$ cat src/rtl/nibble_pkg.sv
// nibble_pkg: shared definitions for the nibble source input stage.
//   NIB_W           - nibble width handed to the downstream inverter
//   DEB_CYCLES_DFLT - default number of stable cycles for a debounced change
//   nib_state_e     - offer FSM state encoding
package nibble_pkg;

   localparam int NIB_W           = 4;
   localparam int DEB_CYCLES_DFLT = 16;

   typedef enum logic {
      IDLE  = 1'b0,
      OFFER = 1'b1
   } nib_state_e;

   // Rising-edge detect on a debounced level against its registered copy.
   function automatic logic rise_evt(input logic cur, input logic prev);
      return cur & ~prev;
   endfunction

endpackage

$ cat src/rtl/debounce_sync.sv
// debounce_sync: one-bit 2-flop synchroniser followed by a debouncer.
// The debounced level only flips after the synchronised input has differed
// from it for DEB_CYCLES consecutive cycles; any bounce restarts the count.
//   clk   in  - rising-edge clock
//   rst_n in  - synchronous active-low reset
//   raw   in  - raw asynchronous input
//   level out - synchronised, debounced level
module debounce_sync
   import nibble_pkg::*;
#(
   parameter int DEB_CYCLES = DEB_CYCLES_DFLT
) (
   input  logic clk,
   input  logic rst_n,
   input  logic raw,
   output logic level
);

   localparam int CNT_W = $clog2(DEB_CYCLES + 1);
   localparam logic [CNT_W-1:0] CNT_LAST = CNT_W'(DEB_CYCLES - 1);

   logic             sync_p0;
   logic             sync_p1;
   logic             stable;
   logic [CNT_W-1:0] cnt;

   always_ff @(posedge clk) begin
      if (!rst_n) begin
         sync_p0 <= 1'b0;
         sync_p1 <= 1'b0;
         stable  <= 1'b0;
         cnt     <= '0;
      end else begin
         // synchroniser stages
         sync_p0 <= raw;
         sync_p1 <= sync_p0;
         // debounce stage: flip on the edge the count would reach DEB_CYCLES
         if (sync_p1 != stable) begin
            if (cnt == CNT_LAST) begin
               stable <= ~stable;
               cnt    <= '0;
            end else begin
               cnt <= cnt + CNT_W'(1);
            end
         end else begin
            cnt <= '0;
         end
      end
   end

   assign level = stable;

endmodule

$ cat src/rtl/nibble_src.sv
// nibble_src: produces the 4-bit operand for the nibble inverter.
// Switches and buttons are synchronised and debounced; a load press captures
// the switches, an increment press adds one (wrapping), and the result is
// offered on a valid/ready handshake. Events arriving while an offer is
// pending (or colliding with a load) are discarded and flagged on evt_drop.
//   clk       in  - rising-edge clock
//   rst_n     in  - synchronous active-low reset
//   sw_in     in  - raw switch levels
//   btn_load  in  - raw load button, active-high
//   btn_inc   in  - raw increment button, active-high
//   nib_out   out - offered nibble (current value in every state)
//   nib_valid out - nib_out is being offered
//   nib_ready in  - downstream accepts nib_out
//   evt_drop  out - one-cycle pulse when a button event was discarded
module nibble_src
   import nibble_pkg::*;
#(
   parameter int DEB_CYCLES = DEB_CYCLES_DFLT,
   parameter int WIDTH      = NIB_W
) (
   input  logic             clk,
   input  logic             rst_n,
   input  logic [WIDTH-1:0] sw_in,
   input  logic             btn_load,
   input  logic             btn_inc,
   output logic [WIDTH-1:0] nib_out,
   output logic             nib_valid,
   input  logic             nib_ready,
   output logic             evt_drop
);

   logic [WIDTH-1:0] sw_deb;
   logic             load_lvl;
   logic             inc_lvl;
   logic             load_prev;
   logic             inc_prev;
   logic             load_evt;
   logic             inc_evt;

   nib_state_e       state_q;
   nib_state_e       state_d;
   logic [WIDTH-1:0] value_q;
   logic [WIDTH-1:0] value_d;
   logic             drop_q;
   logic             drop_d;

   for (genvar i = 0; i < WIDTH; i++) begin : g_sw
      debounce_sync #(.DEB_CYCLES(DEB_CYCLES)) u_sw_deb (
         .clk   (clk),
         .rst_n (rst_n),
         .raw   (sw_in[i]),
         .level (sw_deb[i])
      );
   end

   debounce_sync #(.DEB_CYCLES(DEB_CYCLES)) u_load_deb (
      .clk   (clk),
      .rst_n (rst_n),
      .raw   (btn_load),
      .level (load_lvl)
   );

   debounce_sync #(.DEB_CYCLES(DEB_CYCLES)) u_inc_deb (
      .clk   (clk),
      .rst_n (rst_n),
      .raw   (btn_inc),
      .level (inc_lvl)
   );

   // One event per debounced press; releases produce nothing.
   assign load_evt = rise_evt(load_lvl, load_prev);
   assign inc_evt  = rise_evt(inc_lvl, inc_prev);

   always_ff @(posedge clk) begin
      if (!rst_n) begin
         load_prev <= 1'b0;
         inc_prev  <= 1'b0;
         state_q   <= IDLE;
         value_q   <= '0;
         drop_q    <= 1'b0;
      end else begin
         load_prev <= load_lvl;
         inc_prev  <= inc_lvl;
         state_q   <= state_d;
         value_q   <= value_d;
         drop_q    <= drop_d;
      end
   end

   always_comb begin
      state_d = state_q;
      value_d = value_q;
      drop_d  = 1'b0;
      case (state_q)
         IDLE: begin
            if (load_evt) begin
               // load has priority; a simultaneous inc is lost
               value_d = sw_deb;
               state_d = OFFER;
               drop_d  = inc_evt;
            end else if (inc_evt) begin
               value_d = value_q + WIDTH'(1);
               state_d = OFFER;
            end
         end
         OFFER: begin
            // no queueing: anything pressed during an offer is discarded,
            // including on the transfer edge itself
            drop_d = load_evt | inc_evt;
            if (nib_ready) begin
               state_d = IDLE;
            end
         end
         default: state_d = IDLE;
      endcase
   end

   assign nib_out   = value_q;
   assign nib_valid = (state_q == OFFER);
   assign evt_drop  = drop_q;

endmodule
$ cat config.mk
export PLATFORM = sky130hd
export DESIGN_NAME = nibble_src
export DESIGN_NICKNAME = d
export VERILOG_FILES = /design/src/rtl/nibble_pkg.sv /design/src/rtl/debounce_sync.sv /design/src/rtl/nibble_src.sv
export SDC_FILE = /design/constraint.sdc
export NUM_CORES = 1
export LEC_CHECK = 0
export CAP_MARGIN = 20
export CORE_ASPECT_RATIO = 0.6
export CORE_MARGIN = 2
export CORE_UTILIZATION = 35
export DETAILED_ROUTE_END_ITERATION = 12
export PLACE_DENSITY = 0.59
export SYNTH_ARGS = -nofsm -noshare
export SYNTH_HDL_FRONTEND = slang
export SYNTH_SLANG_ARGS = --single-unit
$ cat constraint.sdc
create_clock -name clk -period 2.4 [get_ports clk]
set_input_delay 0.72 -clock clk [delete_from_list [all_inputs] [get_ports clk]]
set_output_delay 0.72 -clock clk [all_outputs]
set_load 0.02 [all_outputs]
==> results of run 1 <==
[cell families (layout without fill, tap and decap cells)]
| family | after synthesis | count (layout) |
|---|---|---|
| buffers and inverters | 18 | 37 |
| AO/OA/AOI/OAI | 12 | 12 |
| AND/OR/NAND/NOR | 87 | 87 |
| flip-flops | 56 | 56 |
| adder cells (fa/ha/maj) | 13 | 13 |
| XOR/XNOR | 18 | 18 |
| multiplexers | 6 | 6 |
[path summary, 6_finish.rpt]
kind,cells after the start,start,to,slack (ns)
min,1,u_load_deb.sync_p0$_SDFF_PN0_,u_load_deb.sync_p1$_SDFF_PN0_,0.44
min reg2reg,1,u_load_deb.sync_p0$_SDFF_PN0_,u_load_deb.sync_p1$_SDFF_PN0_,0.44
max reg2reg,5,g_sw[0].u_sw_deb.cnt[0]$_SDFF_PP0_,g_sw[0].u_sw_deb.cnt[3]$_SDFF_PP0_,0.82
max,1,nib_valid$_SDFF_PN0_,nib_valid,0.25
[sequential cells by signal (all words and copies together) (netlist names), 4 cells and up]
register,flops
g_sw.u_sw_deb.sync_p0,4
g_sw.u_sw_deb.cnt,20
g_sw.u_sw_deb.level,4
g_sw.u_sw_deb.sync_p1,4
nib_out,4
u_load_deb.cnt,5
u_inc_deb.cnt,5
[layer usage]
metal	track usage	vias to the layer above
met5	0	-
met4	0.0507	0
met3	0.0388	8
met2	0.161	16
met1	0.134	599
li1	-	709
[power by group through the flow]
stage | clock, mW | combinational, mW | sequential (mW)
after CTS | 0.679 | 0.0432 | 0.947
after global routing | 0.725 | 0.0487 | 0.949
after floorplan | 0 | 0.0237 | 0.967
final | 0.650 | 0.0420 | 0.947
after detailed placement | 0 | 0.0431 | 0.969
after global placement | 0 | 0.0429 | 0.969
[cells in the final DEF (no fill, tap or decap), drive strengths merged, types with 2 or more instances in the layout]
master         Yosys  routed
xor2               6       6
nor3               2       2
nand2              7       7
mux2i              6       6
o21ai              2       2
or3                6       6
clkdlybuf4s50      0      14
clkbuf             3       7
a21oi              5       5
and2              15      15
and3               6       6
nand3              7       7
nor2              40      40
dfxtp             56      56
xnor2             12      12
inv               14      14
ha                13      13
nand2b             3       3
[cell type report]
cell class                      instances  area (um2)  area share
Sequential cell                        56        1120       0.454
Inverter                               14        52.6      0.0213
Clock inverter                          1        30.0      0.0122
Timing Repair Buffer                   15         148      0.0597
Multi-Input combinational cell        136         923       0.374
Clock buffer                            7        96.3      0.0390
Tap cell                               80         100      0.0405
==> flow_summary.ini, run 1 <==
[power]
peakVddDrop_mv = 0.224
p_sw_uw = 307
p_leak_nw = 0.926
internal_power_mw = 1.33
p_clk_frac = 0.397
finalPower_mw = 1.64
power_density_mw_per_mm2 = 663
swShare = 0.187
pwr-share-comb = 0.026
seqPwrFrac = 0.578

[yosys]
synth_most_common_cell = dfxtp_1
synthArstFlopShare = 0
synth_nets = 232
synth.distinct_cells = 30
synth-seq-cells = 56
synth_top_area_frac = 0.530
synth.area.top_cells = dfxtp_1 53%, ha_1 7.7%, nor2_1 6.2%
ys_seq_area_frac = 0.530
synth_xor_area_frac = 0.0746
synthSimpleGateAreaFrac = 0.212
postSynthCellCount = 210
yosys-top-cells-count = 56 x dfxtp_1, 35 x nor2_1, 15 x and2_1
synth_warnings = 0
syn_avg_cell_area_um2 = 10.1
synth_fa_ha_area_frac = 0.0770
synth.area.mux_share = 0.0284
yosys_most_used_dff = dfxtp_1
netlist_area_mm2 = 0.00211
synth_top_family_by_area = simple AND/OR/NAND/NOR gates
synth-compound-area-share = 0.0450
synth_edf_count = 0
yosys.area.top_type = dfxtp_1

[timing]
setup_viol = 0
final.setup.tns_ns = 0
whs_ns = 0.439
layout_setup_ws_ns = 0.250
period_share = 0.896
hold_violations = 0
rsz0062_at_grt = false
tightest_slew_ns = 0.589
slew_violations = 0
max_freq_mhz = 465
final.setup_skew_ns = 0.00450
fin_crit_ns = 2.15
slew_headroom = 0.607

[placement]
place_ws_ns = 0.364
io_buffers = 14
hpwl_um = 2210
place_area_mm2 = 0.00234
dp.cells = 301
gp_congestion = 0.728

[cells_and_area]
final_cells = 309
fillers = 574
area_growth_pct = 16.9
stdcell_area_mm2 = 0.00247
drive_gt1_frac = 0.0961
n_antenna_cell = 0
num-nets-final = 250
fin_util = 0.433

[drt]
wl_met1_um = 1640
vias = 1332
drtAntennaViolNets = 0
via_per_inst = 4.31
route.detailed.drc = 0
drtIter0Drc = 18
top_layer = met4
met3_wirelength_um = 123
met2_length_um = 1220
routed_wl_um = 3040
wl_per_cell_um = 9.83
drtPass1Iterations = 3

[die]
core_area_mm2 = 0.00570
die_area_mm2 = 0.00670
die_y_um = 64.2
rows = 21
die_w_um = 104
start_util = 0.371
pin_count = 15

[clock_network]
clockBufferDepth = 2
cts_tree = yes
htreeDepth = 2
cts-buffers-inserted = 5
clockRootBuffer = clkbuf_8
postCtsHoldBufs = 0
post_cts_resized = 0
cts_setup_buffers = 0
clk_pin_slew_ns = 0.09
cts_num_sinks = 56
clk_latency_ns = 0.30

[setup_path]
crit_type = register to primary output
crit_arrival_ns = 1.43
cpLargestDelayFamily = buffers and inverters
slowest_stage = clkdlybuf4s50_1
crit_chain = clkdlybuf4s50_1
cp_max_fo = 5
max_stage_delay_ns = 0.66
cp.required_ns = 1.68
crit_buf_inv = 1
cp-start-kind = register
cp-end-kind = primary output

[global_route]
grt_pass1_vias = 1269
antenna_found_initial = 0
grt_pass1_wl_um = 5610
gr-total-overflow = 0
grt_use_total = 0.106
grt_start_max_net_pins = 20

[outcome]
status = finished, final reports clean

[run]
cap_viol_max_count = 0

[worst_hold_path]
hold_class = register to register
Note: power is estimated with default switching activity, not from simulation.
==> run 2: changes to the inputs <==
--- a/config.mk
+++ b/config.mk
@@ -7,8 +7,9 @@
 export LEC_CHECK = 0
 export CAP_MARGIN = 20
 export CORE_ASPECT_RATIO = 0.6
-export CORE_MARGIN = 2
+export CORE_MARGIN = 3
 export CORE_UTILIZATION = 35
+export CTS_CLUSTER_SIZE = 30
 export DETAILED_ROUTE_END_ITERATION = 12
 export PLACE_DENSITY = 0.59
 export SYNTH_ARGS = -nofsm -noshare
==> run 2 against run 1 <==
Net effect: first-iteration DRC count rose by 61%; via count is 3.4% lower; critical path type unchanged; fmax barely moved; critical endpoint unchanged; cell area fell by 1.2%; largest cell class unchanged.
==> flow_summary.ini, run 2 (synthesized netlist as in run 1, its figures left out) <==
[placement]
hpwl_um = 2200
gp_congestion = 0.680
place_area_mm2 = 0.00234
io_buffers = 14

[cells_and_area]
final_cell_mix = 56 x dfxtp_1, 35 x nor2_1, 15 x and2_1, 14 x clkdlybuf4s50_1
seqCellArea_mm2 = 0.00112
num-nets-final = 250
n_antenna_cell = 0
layout_commonest_cell = dfxtp_1
largest_register_ff_count = 20
drive_gt1_frac = 0.0921
multi_input_area_um2 = 923
fillers = 575
top_register = g_sw.u_sw_deb.cnt
largestRegisters = g_sw.u_sw_deb.cnt x20, u_inc_deb.cnt x5, u_load_deb.cnt x5
stdcell_area_mm2 = 0.00244
area_growth_pct = 15.5

[setup_path]
cp-start-kind = register
crit_chain = clkdlybuf4s50_1
max_stage_delay_ns = 0.66
crit_type = register to primary output
crit_arrival_ns = 1.43
cp.depth = 1
cp.required_ns = 1.68
reg2reg_depth = 5
cp-end-kind = primary output
cpLargestDelayFamily = buffers and inverters
slowest_stage = clkdlybuf4s50_1
crit_start = nib_valid$_SDFF_PN0_
reg2reg_to = g_sw[0].u_sw_deb.cnt[2]$_SDFF_PP0_
r2r-start = g_sw[0].u_sw_deb.cnt[0]$_SDFF_PP0_
cp_max_fo = 5
crit_end = nib_valid
r2r_slack_ns = 0.82
crit_buf_inv = 1

[clock_network]
cts_setup_buffers = 0
cts_num_sinks = 56
cts_tree = yes
clockBufferDepth = 2
post_cts_resized = 0
htreeDepth = 2
postCtsHoldBufs = 0
clk_latency_ns = 0.30
clk_pin_slew_ns = 0.09
clockRootBuffer = clkbuf_8
cts-buffers-inserted = 5

[run]
cap_viol_max_count = 0

[timing]
setup_viol = 0
period_share = 0.896
final.setup_skew_ns = 0.00159
fin_crit_ns = 2.15
whs_ns = 0.440
final.setup.tns_ns = 0
tightest_slew_ns = 0.580
hold_violations = 0
slew_headroom = 0.613
rsz0062_at_grt = false
max_freq_mhz = 465
slew_violations = 0

[drt]
routed_wl_um = 3070
via_per_inst = 4.18
route.detailed.drc = 0
vias = 1287
drtIter0Drc = 29
drtAntennaViolNets = 0
wl_per_cell_um = 9.97
drtPass1Iterations = 3

[die]
start_util = 0.371
die_w_um = 106
die_area_mm2 = 0.00704
core_area_mm2 = 0.00570
die_y_um = 66.2
pin_count = 15
rows = 21

[global_route]
grt_pass1_vias = 1247
grt_use_total = 0.100
grt_pass1_wl_um = 5440
gr-total-overflow = 0
antenna_found_initial = 0
grt_start_max_net_pins = 20

[worst_hold_path]
hold_class = register to register

[outcome]
status = finished, final reports clean

[power]
p_leak_nw = 0.912
power_density_mw_per_mm2 = 625
peakVddDrop_mv = 0.199
==> run 2: where the power goes <==
part	total, mW	internal, mW	leakage, nW	switching, mW
Clock	0.538	0.257	0.0503	0.280
Sequential	0.947	0.941	0.454	0.00574
Combinational	0.0423	0.0235	0.407	0.0188
==> run 2: area by class of cell <==
| cell class | instances | area share |
|---|---|---|
| flip-flops and latches | 56 | 0.459 |
| repair buffers | 15 | 0.0605 |
| well taps | 80 | 0.0410 |
| inverters | 14 | 0.0215 |
| clock buffers | 7 | 0.0395 |
| multi-input cells | 136 | 0.378 |
==> run 2: how the worst min path moves through the flow <==
stage	startpoint	slack, ns	cells past startpoint	endpoint
finish	g_sw[0].u_sw_deb.sync_p0$_SDFF_PN0_	0.44	1	g_sw[0].u_sw_deb.sync_p1$_SDFF_PN0_
global route	u_inc_deb.sync_p0$_SDFF_PN0_	0.46	1	u_inc_deb.sync_p1$_SDFF_PN0_
floorplan	g_sw[0].u_sw_deb.sync_p0$_SDFF_PN0_	0.41	1	g_sw[0].u_sw_deb.sync_p1$_SDFF_PN0_
CTS	g_sw[0].u_sw_deb.sync_p0$_SDFF_PN0_	0.44	1	g_sw[0].u_sw_deb.sync_p1$_SDFF_PN0_
detailed placement	g_sw[0].u_sw_deb.sync_p0$_SDFF_PN0_	0.42	1	g_sw[0].u_sw_deb.sync_p1$_SDFF_PN0_
global placement	u_load_deb.sync_p0$_SDFF_PN0_	0.42	1	u_load_deb.sync_p1$_SDFF_PN0_
==> run 2: per-layer routing <==
layer	global-route usage	up-vias	routed length (um)
met5	0	-	0
met2	0.146	13	1200
met4	0.0533	0	50
met3	0.0322	5	113
met1	0.132	561	1710
li1	-	708	-
==> run 2: through the flow <==
step | util | std cells | total power, mW | setup slack, ns
after detailed placement | 0.411 | 301 | 1.01 | 0.386
after global placement | 0.411 | 301 | 1.01 | 0.406
final | 0.428 | 308 | 1.53 | 0.250
after floorplan | - | 210 | 0.991 | 0.922
after CTS | 0.428 | 308 | 1.55 | 0.226
after global routing | 0.428 | 308 | 1.59 | 0.208
==> run 3: changes to the inputs <==
--- a/config.mk
+++ b/config.mk
@@ -6,7 +6,7 @@
 export NUM_CORES = 1
 export LEC_CHECK = 0
 export CAP_MARGIN = 20
-export CORE_ASPECT_RATIO = 0.6
+export CORE_ASPECT_RATIO = 0.8
 export CORE_MARGIN = 3
 export CORE_UTILIZATION = 35
 export CTS_CLUSTER_SIZE = 30
==> run 3 against run 2 <==
Net effect: cell count fell by 0.32%; cell area barely moved; register-to-register slack barely moved; total power fell by 0.69%; routed wire length fell by 2.4%; setup slack got worse by 0.014 ns; largest power group unchanged.
==> flow_summary.ini, run 3 (synthesized netlist as in run 1, its figures left out) <==
[global_route]
grt_pass1_wl_um = 5390
use_met2 = 0.145
grt_use_met3 = 0.0346
grt_use_total = 0.0980
gr-usage-met1 = 0.132
gr-total-overflow = 0
busiest_layer = met2
grt_pass1_vias = 1263
grt_start_max_net_pins = 20
antenna_found_initial = 0

[power]
p_leak_nw = 0.905
finalPower_mw = 1.52
peakVddDrop_mv = 0.251
power_density_mw_per_mm2 = 621

[setup_path]
cp_max_fo = 5
cp.required_ns = 1.68
slowest_stage = clkdlybuf4s50_1
cpLargestDelayFamily = buffers and inverters
crit_type = register to primary output
cp-start-kind = register
crit_chain = clkdlybuf4s50_1
max_stage_delay_ns = 0.66
cp-end-kind = primary output
crit_arrival_ns = 1.44
crit_buf_inv = 1

[clock_network]
postCtsHoldBufs = 0
htreeDepth = 2
clockRootBuffer = clkbuf_8
post_cts_resized = 0
clockBufferDepth = 2
cts_tree = yes
clk_latency_ns = 0.30
cts_num_sinks = 56
clk_pin_slew_ns = 0.09
cts_setup_buffers = 0
cts-buffers-inserted = 5

[cells_and_area]
area_growth_pct = 15.5
fillers = 589
largestRegisters = g_sw.u_sw_deb.cnt x20, u_inc_deb.cnt x5, u_load_deb.cnt x5
num-nets-final = 250
largest_register_ff_count = 20
layout_commonest_cell = dfxtp_1
fin_util = 0.432
final_cell_mix = 56 x dfxtp_1, 35 x nor2_1, 15 x and2_1, 14 x clkdlybuf4s50_1
drive_gt1_frac = 0.0961
top_register = g_sw.u_sw_deb.cnt
n_antenna_cell = 0

[drt]
drtAntennaViolNets = 0
via_per_inst = 4.21
drtPass1Iterations = 4
vias = 1291
routed_wl_um = 3000
wl_per_cell_um = 9.76
route.detailed.drc = 0
drtIter0Drc = 52

[timing]
rsz0062_at_grt = false
hold_violations = 0
fin_crit_ns = 2.16
final.setup_skew_ns = 0.00585
slew_headroom = 0.635
tightest_slew_ns = 0.546
whs_ns = 0.439
slew_violations = 0
period_share = 0.902
final.setup.tns_ns = 0
setup_viol = 0
max_freq_mhz = 462

[die]
die_y_um = 75.5
pin_count = 15
rows = 24
start_util = 0.374
die_area_mm2 = 0.00701
core_area_mm2 = 0.00565
die_w_um = 92.9

[outcome]
status = finished, final reports clean

[run]
cap_viol_max_count = 0

[placement]
hpwl_um = 2140
gp_congestion = 0.732
io_buffers = 14

[worst_hold_path]
hold_class = register to register
[run 3: cell count changes in the layout (fill, tap and decap cells not counted), sizes merged]
cell / before / now
clkbuf: 7 / 6
clkinvlp: 0 / 2
[run 3: metrics by stage]
step	cell area (um2)	cells	setup WS (ns)
2_1_floorplan	2110	210	0.922
3_3_place_gp	2340	299	0.383
3_5_place_dp	2340	299	0.367
4_1_cts	2440	307	0.210
5_1_grt	2440	307	0.155
6_report	2440	307	0.236
[run 3: path summary, 6_finish.rpt]
check	start	to	slack (ns)	depth (start not counted)
min reg2reg	g_sw[0].u_sw_deb.sync_p0$_SDFF_PN0_	g_sw[0].u_sw_deb.sync_p1$_SDFF_PN0_	0.44	1
max	nib_valid$_SDFF_PN0_	nib_valid	0.24	1
min	g_sw[0].u_sw_deb.sync_p0$_SDFF_PN0_	g_sw[0].u_sw_deb.sync_p1$_SDFF_PN0_	0.44	1
max reg2reg	g_sw[0].u_sw_deb.cnt[0]$_SDFF_PP0_	g_sw[0].u_sw_deb.cnt[2]$_SDFF_PP0_	0.83	5
[run 3: final cells by class]
cell class	count	area, um2	share of cell area
Clock buffer	6	82.6	0.0338
Clock inverter	2	15.0	0.00615
Inverter	14	52.6	0.0215
Multi-Input combinational cell	136	923	0.378
Sequential cell	56	1120	0.459
Tap cell	78	97.6	0.0400
Timing Repair Buffer	15	148	0.0605
[run 3: power by group]
part           internal (mW)  total, mW  switching, mW  leakage (nW)
registers              0.941      0.947        0.00616         0.454
clock network          0.234      0.527          0.293        0.0434
logic                 0.0235     0.0417         0.0182         0.407
total                   1.20       1.52          0.318         0.905
[run 3: layer usage]
layer / vias to the layer above / wire, um
met3: 5 / 130
met2: 15 / 1150
met4: 0 / 35
met5: - / 0
met1: 559 / 1680
li1: 712 / -
